===== src/rtl/meta_drop_fifo_pkg.sv =====
// Shared metadata definitions for the flow director to PCIe path.
// Provides the metadata struct, the packet flag encodings and a drop-check helper.
package meta_drop_fifo_pkg;

    typedef logic [1:0] pkt_flags_t;

    localparam pkt_flags_t PKT_PCIE = 2'd0;
    localparam pkt_flags_t PKT_DROP = 2'd1;

    typedef struct packed {
        logic [7:0]  queue_id;
        logic [15:0] flow_id;
        pkt_flags_t  pkt_flags;
    } metadata_t;

    function automatic logic isDrop(input metadata_t meta);
        return meta.pkt_flags == PKT_DROP;
    endfunction

endpackage


===== src/rtl/meta_drop_fifo_sat_counter.sv =====
// sat_counter: statistics counter that sticks at all-ones instead of wrapping.
// A clear request wins over an increment arriving in the same cycle.
module sat_counter
    import meta_drop_fifo_pkg::*;
#(
    parameter int W = 32
) (
    input  logic         clk,
    input  logic         rst,
    input  logic         clr,
    input  logic         inc,
    output logic [W-1:0] cnt
);

    logic [W-1:0] r_cnt;

    // Clear has priority; otherwise count up until the value saturates at all-ones
    always_ff @(posedge clk) begin
        if (!rst) begin
            r_cnt <= '0;
        end else if (clr) begin
            r_cnt <= '0;
        end else if (inc && (r_cnt != '1)) begin
            r_cnt <= r_cnt + W'(1);
        end
    end

    assign cnt = r_cnt;

endmodule


===== src/rtl/meta_drop_fifo.sv =====
// meta_drop_fifo: first-word-fall-through metadata queue that discards entries
// flagged PKT_DROP before they are stored and forwards everything else in order.
// Optional statistics counters are built only when META_DROP_STATS_EN is defined;
// otherwise the statistic outputs read 0 and stats_clr has no effect.
module meta_drop_fifo
    import meta_drop_fifo_pkg::*;
#(
    parameter int DEPTH = 16,
    parameter int CNT_W = 32
) (
    input  logic                     clk,
    input  logic                     rst,
    input  metadata_t                in_meta_data,
    input  logic                     in_meta_valid,
    output logic                     in_meta_ready,
    output metadata_t                out_meta_data,
    output logic                     out_meta_valid,
    input  logic                     out_meta_ready,
    output logic [$clog2(DEPTH):0]   occupancy,
    input  logic                     stats_clr,
    output logic [CNT_W-1:0]         stats_pass_cnt,
    output logic [CNT_W-1:0]         stats_drop_cnt
);

    localparam int AW = $clog2(DEPTH);
    localparam int OW = AW + 1;

    metadata_t   r_mem [DEPTH];
    logic [AW-1:0] r_wrPtr;
    logic [AW-1:0] r_rdPtr;
    logic [OW-1:0] r_occ;

    logic w_inXfer;
    logic w_drop;
    logic w_write;
    logic w_pop;

    assign in_meta_ready  = (r_occ != OW'(DEPTH));
    assign out_meta_valid = (r_occ != '0);
    assign out_meta_data  = r_mem[r_rdPtr];
    assign occupancy      = r_occ;

    assign w_inXfer = in_meta_valid && in_meta_ready;
    assign w_drop   = isDrop(in_meta_data);
    assign w_write  = w_inXfer && !w_drop;
    assign w_pop    = out_meta_valid && out_meta_ready;

    // Storage is written without reset; only the pointers decide what is valid
    always_ff @(posedge clk) begin
        if (w_write) begin
            r_mem[r_wrPtr] <= in_meta_data;
        end
    end

    // Pointers wrap naturally at DEPTH; occupancy holds when a write and pop coincide
    always_ff @(posedge clk) begin
        if (!rst) begin
            r_wrPtr <= '0;
            r_rdPtr <= '0;
            r_occ   <= '0;
        end else begin
            if (w_write) begin
                r_wrPtr <= r_wrPtr + AW'(1);
            end
            if (w_pop) begin
                r_rdPtr <= r_rdPtr + AW'(1);
            end
            if (w_write && !w_pop) begin
                r_occ <= r_occ + OW'(1);
            end else if (w_pop && !w_write) begin
                r_occ <= r_occ - OW'(1);
            end
        end
    end

`ifdef META_DROP_STATS_EN
    logic w_dropInc;

    assign w_dropInc = w_inXfer && w_drop;

    sat_counter #(.W(CNT_W)) u_passCnt (
        .clk (clk),
        .rst (rst),
        .clr (stats_clr),
        .inc (w_write),
        .cnt (stats_pass_cnt)
    );

    sat_counter #(.W(CNT_W)) u_dropCnt (
        .clk (clk),
        .rst (rst),
        .clr (stats_clr),
        .inc (w_dropInc),
        .cnt (stats_drop_cnt)
    );
`else
    logic w_unused_stats_clr;

    assign w_unused_stats_clr = stats_clr;
    assign stats_pass_cnt     = '0;
    assign stats_drop_cnt     = '0;
`endif

endmodule


===== config.mk =====
export PLATFORM = sky130hd
export DESIGN_NAME = meta_drop_fifo
export DESIGN_NICKNAME = d
export VERILOG_FILES = /design/src/rtl/meta_drop_fifo_pkg.sv /design/src/rtl/meta_drop_fifo_sat_counter.sv /design/src/rtl/meta_drop_fifo.sv
export SDC_FILE = /design/constraint.sdc
export NUM_CORES = 1
export LEC_CHECK = 0
export CAP_MARGIN = 40
export CORE_AREA = 8 8 214 196
export CTS_CLUSTER_DIAMETER = 40
export DETAILED_ROUTE_END_ITERATION = 6
export DIE_AREA = 0 0 222 204
export DONT_BUFFER_PORTS = 1
export SLEW_MARGIN = 25
export SYNTH_ARGS = -nofsm -noshare
export SYNTH_HDL_FRONTEND = slang
export SYNTH_HIERARCHICAL = 1
export SYNTH_SLANG_ARGS = --single-unit

===== constraint.sdc =====
create_clock -name clk -period 4.6 [get_ports clk]
set_input_delay 0.46 -clock clk [delete_from_list [all_inputs] [get_ports clk]]
set_output_delay 0.46 -clock clk [all_outputs]
set_load 0.02 [all_outputs]

Yosys cells after proc, flatten, opt, wreduce, memory -nomap -nowiden:

Memories as Yosys holds them, arrays and structs flattened. A register that Yosys moved wholly into a read port is not among the register bits.
Index checks and enable logic that the tools add are counted.

* multiplexer cells: 6
* equality and inequality tests: 2
* $add $sub $neg: 4
* reduce and logical (&&, ||, !) cells: 10

Operators with widths (number)
* $mux 5: 2
* $add 4x1->4 const B: 2
* $mux 4: 2
* $add 5x1->5 const B: 1
* $logic_and 1x1->1: 5
* $ne 5x5->1 const B: 1
* $reduce_bool 5->1: 1
* $sub 5x1->5 const B: 1
* $logic_not 1->1: 3
* $eq 2x1->1 const B: 1
* $mux 1: 2
* $reduce_bool 2->1: 1

* output and inout bits: 97
* logic and storage cells: 26
* bits in registers: 13
* memory bits (writable): 416
* memories kept: 1

Memories
* r_mem: words 16, width 26, rd ports 1, clocked after memory_dff 1, wr ports 1, RTL line meta_drop_fifo.sv:28 `metadata_t r_mem [DEPTH];`

Longest topological paths before layout:

* word-level depth: 7
* depth in mapped cells: 10

Worst setup path after synthesis:

OpenSTA, ideal clock, no wires.

* path kind: reg-to-reg
* start: register r_occ[0], in the netlist occupancy[0]
* end: memory r_mem[0][0] (netlist name) (enable)
* data arrival time: 2941 ps
* path buffers: 1
* setup slack: 1217 ps
* setup time: 442 ps
* cell stages (with the launch flop): 6
* required time: 4158 ps
* cell sequence: dfxtp_1 > or4_4 > o211a_1 > buf_6 > nand2_1 > nor3_1

* cells in the longest elaborated chain, start to end: 5

Ends and longest elaborated chain
* start, declared: RTL line meta_drop_fifo.sv:31 `logic [OW-1:0] r_occ;`
* start signal, assigned: RTL line meta_drop_fifo.sv:69 `r_occ <= r_occ + OW'(1);`
* start signal, assigned: RTL line meta_drop_fifo.sv:71 `r_occ <= r_occ - OW'(1);`
* $ne 5x5->1: RTL line meta_drop_fifo.sv:38 `assign in_meta_ready = (r_occ != OW'(DEPTH));`
* $logic_and 1x1->1: RTL line meta_drop_fifo.sv:43 `assign w_inXfer = in_meta_valid && in_meta_ready;`
* $logic_and 1x1->1: RTL line meta_drop_fifo.sv:45 `assign w_write = w_inXfer && !w_drop;`
* net w_write: RTL line meta_drop_fifo.sv:35 `logic w_write;`
* $mux 1: RTL line meta_drop_fifo.sv:50 `if (w_write) begin`
* $mux 1 (not written as such): RTL line meta_drop_fifo.sv:51 `r_mem[r_wrPtr] <= in_meta_data;`
* end, declared: RTL line meta_drop_fifo.sv:28

The timed path passes the listed nets, and every way through them passes these cells.

==> impl_metrics.toml <==
[synthesis]
synthArstFlopShare = 0
synth_mux_area_frac = 0.1408
synth-xor-area-share = 0.003092
synth_edf_count = 416
synth_top_family_by_area = "multiplexers"
synthAdderAreaFrac = 0.007804
synth_compound_area_frac = 0.02960
yosys.area_share.simple = 0.02245
ys_seq_area_frac = 0.7551
synth_area_um2 = 17000
synthFlopType = "edfxtp_1"
yosys_warnings = 6
synthCells = 813
post_synth_num_cell_types = 37
ys_ff_latch = 433
avgSynthCellArea_um2 = 20.90

[sta]
worst_pin_slew_ps = 813.7
slew_viol_final = 0
setup_slack_ps = 1474
finalCritPeriodShare = 0.6795
rsz0062_at_grt = "false"
finalHoldViolCount = 0
fin_worst_skew_ps = 10.25
min_period_ps = 3126
finalSetupViolations = 0
relSlewSlack = 0.4562
tns_ps = 0
fmax_ghz = 0.3199

[route]
drt-total-wl_mm = 35.32
post_drt_via_cell_ratio = 5.422
drtIter0Drc = 629
dr.pass1.iters = 4
drc = 0
route.vias.total = 7699
wire_per_inst_um = 24.87
ant_nets = 0

[floorplan]
die_w_um = 222
core_area_um2 = 38590
fp.dieArea_um2 = 45290
start_util = 0.4404
fp-row-count = 69
io_pins = 128
die_y_um = 204

[cts]
cts-htree-levels = 2
cts_resized = 0
tritoncts = "built"
cts_num_sinks = 433
cts_buffers = 50
clk_pin_slew_ps = 50
cts_hold_buffers = 26
cts.root.buffer_cell = "clkbuf_16"
clkLatencyLatePin_ps = 550
cts_setup_buffers = 0
cts_max_path_buffers = 3

[pwr]
power_density_nw_per_um2 = 521.3
cell_internal_pwr_mw = 7.598
p_leak_nw = 6.323
max-vdd-ir-drop_mv = 0.2581
clockPowerShare = 0.368
p_sw_mw = 2.684
seq_power_share = 0.444
combPwrFrac = 0.188
switching_share = 0.2611

[worst_setup_path]
r2r_end = "occupancy[3]"
critPathRequiredTime_ps = 4140
worstPathMaxFanout = 33
worstRegToRegCells = 9
regToRegSetupSlack_ps = 1670
crit_arrival_ps = 2670
end_kind = "primary output"
critPathKind = "register to primary output"
r2r-start = "occupancy[0]"
critPathLaunchType = "register"

[global_routing]
grt_max_degree = 43
grt_pass1_vias = 8083
grt_first_pass_wirelength_mm = 52.83
overflow = 0
grt_antenna_before_repair = 2
grt.total_usage = 0.1555

[run]
cap_violations = 0

[worst_hold_path]
hp-class = "input pin to register"
whs_endpoint = "r_wrPtr[0]"
hp-start = "rst"
hold_depth = 1

[place]
post-dp-hpwl_mm = 21.10
place_ws_ps = 1699
io_buffer_count = 0
gp_congestion = 0.6919

[cells_and_area]
drive_above_1_share = 0.2633
diodes = 0
syn_to_final_growth_pct = 16.06
nets = 926

[run_status]
outcome = "complete, no violations"
[synth_stat cells (2+ instances only)]
cell,n,area share
edfxtp_1,416,0.74
mux4_2,104,0.14
buf_4,69,0.030
a22oi_1,52,0.023
nand2_1,36,0.0080
clkbuf_1,19,0.0042
dfxtp_1,17,0.020
nor2_1,14,0.0031
buf_2,11,0.0032
ha_1,9,0.0066
and2_1,8,0.0029
xnor2_1,6,0.0031
mux2i_1,5,0.0029
nor2b_1,5,0.0018
nor3_1,5,0.0015
buf_1,4,0.00088
inv_1,4,0.00088
nand2b_1,4,0.0015
nand3_1,4,0.0012
a21oi_1,2,0.00059
buf_6,2,0.0013
o21a_1,2,0.00088
[state kept, by name, summed over array words and instances (netlist names), named ones only]
signal,cells
occupancy,5
r_rdPtr,4
r_mem,416
r_wrPtr,4
[per-layer routing]
metal  up-vias  GRT usage  part of all wire
met5         -          0           0.00071
met4         4    0.03880             0.017
met1      4085     0.2106              0.44
met3        57    0.03586             0.059
met2       195     0.2544              0.49
li1       3358          -                 -
[cell type report]
cell class              count  area (um^2)
inverters                   4        15.01
well taps                 497        621.8
repair buffers             62        808.3
fillers                  3108        18870
clock buffers              59         1349
multi-input cells         334         3841
flip-flops and latches    433        12840
clock inverters            31        250.2
[cell usage in the layout, fill, tap and decap left out, drive strengths merged, types with 5 or more instances in the layout]
master,count
nor3,5
conb,64
mux4,104
dfxtp,17
nand2,36
and2,8
a22oi,52
ha,9
nor2,14
clkbuf,59
nor2b,5
inv,5
buf,36
mux2i,5
clkinv,23
dlygate4sd3,26
edfxtp,416
xnor2,6
[how the worst max path moves through the flow]
stage,end,slack (ps),cells past startpoint
5_1_grt,out_meta_data[23],1280,5
3_5_place_dp,r_mem[2][19],1700,5
4_1_cts,out_meta_data[17],1150,4
6_report,out_meta_data[23],1470,5
3_3_place_gp,r_mem[1][18],1460,5
2_1_floorplan,r_mem[0][0],1220,5
[cells by family (layout without fill, tap and decap cells)]
group / count (synthesis) / in the layout
buffers and inverters: 109 / 156
AOI/OAI and AO/OA: 64 / 64
DFF: 433 / 433
adders and majority gates: 10 / 10
muxes: 109 / 109
xor gates and xnor gates: 6 / 6
other: 1 / 64
and+or+nand+nor: 81 / 81
[power by group through the flow]
stage,sequential (mW),clock [mW],combinational (mW)
floorplan,4.60,0,1.61
global placement,4.77,0,1.74
detailed placement,4.73,0,1.81
CTS,4.65,3.87,1.88
global route,4.58,4.01,2.10
finish,4.57,3.79,1.93
[per-stage QoR]
step                instances  hold slack [ps]  cell area, um^2    util  total power, mW
floorplan                 876            530.7            17230       -            6.205
global placement         1289            552.9            17510  0.4537            6.513
detailed placement       1302            548.2            17810  0.4615            6.545
CTS                      1418            6.417            19670  0.5097            10.40
global route             1420            14.87            19730  0.5111            10.70
finish                   1420            32.54            19730  0.5111            10.28
[worst max-delay path, cell delays in order (launching register included)]
cell and delay (ps):
dfxtp_4 430, buf_16 280, buf_12 280, mux4_2 530, a22oi_1 320, nand2_1 230
(Power assumes the default switching activity.)
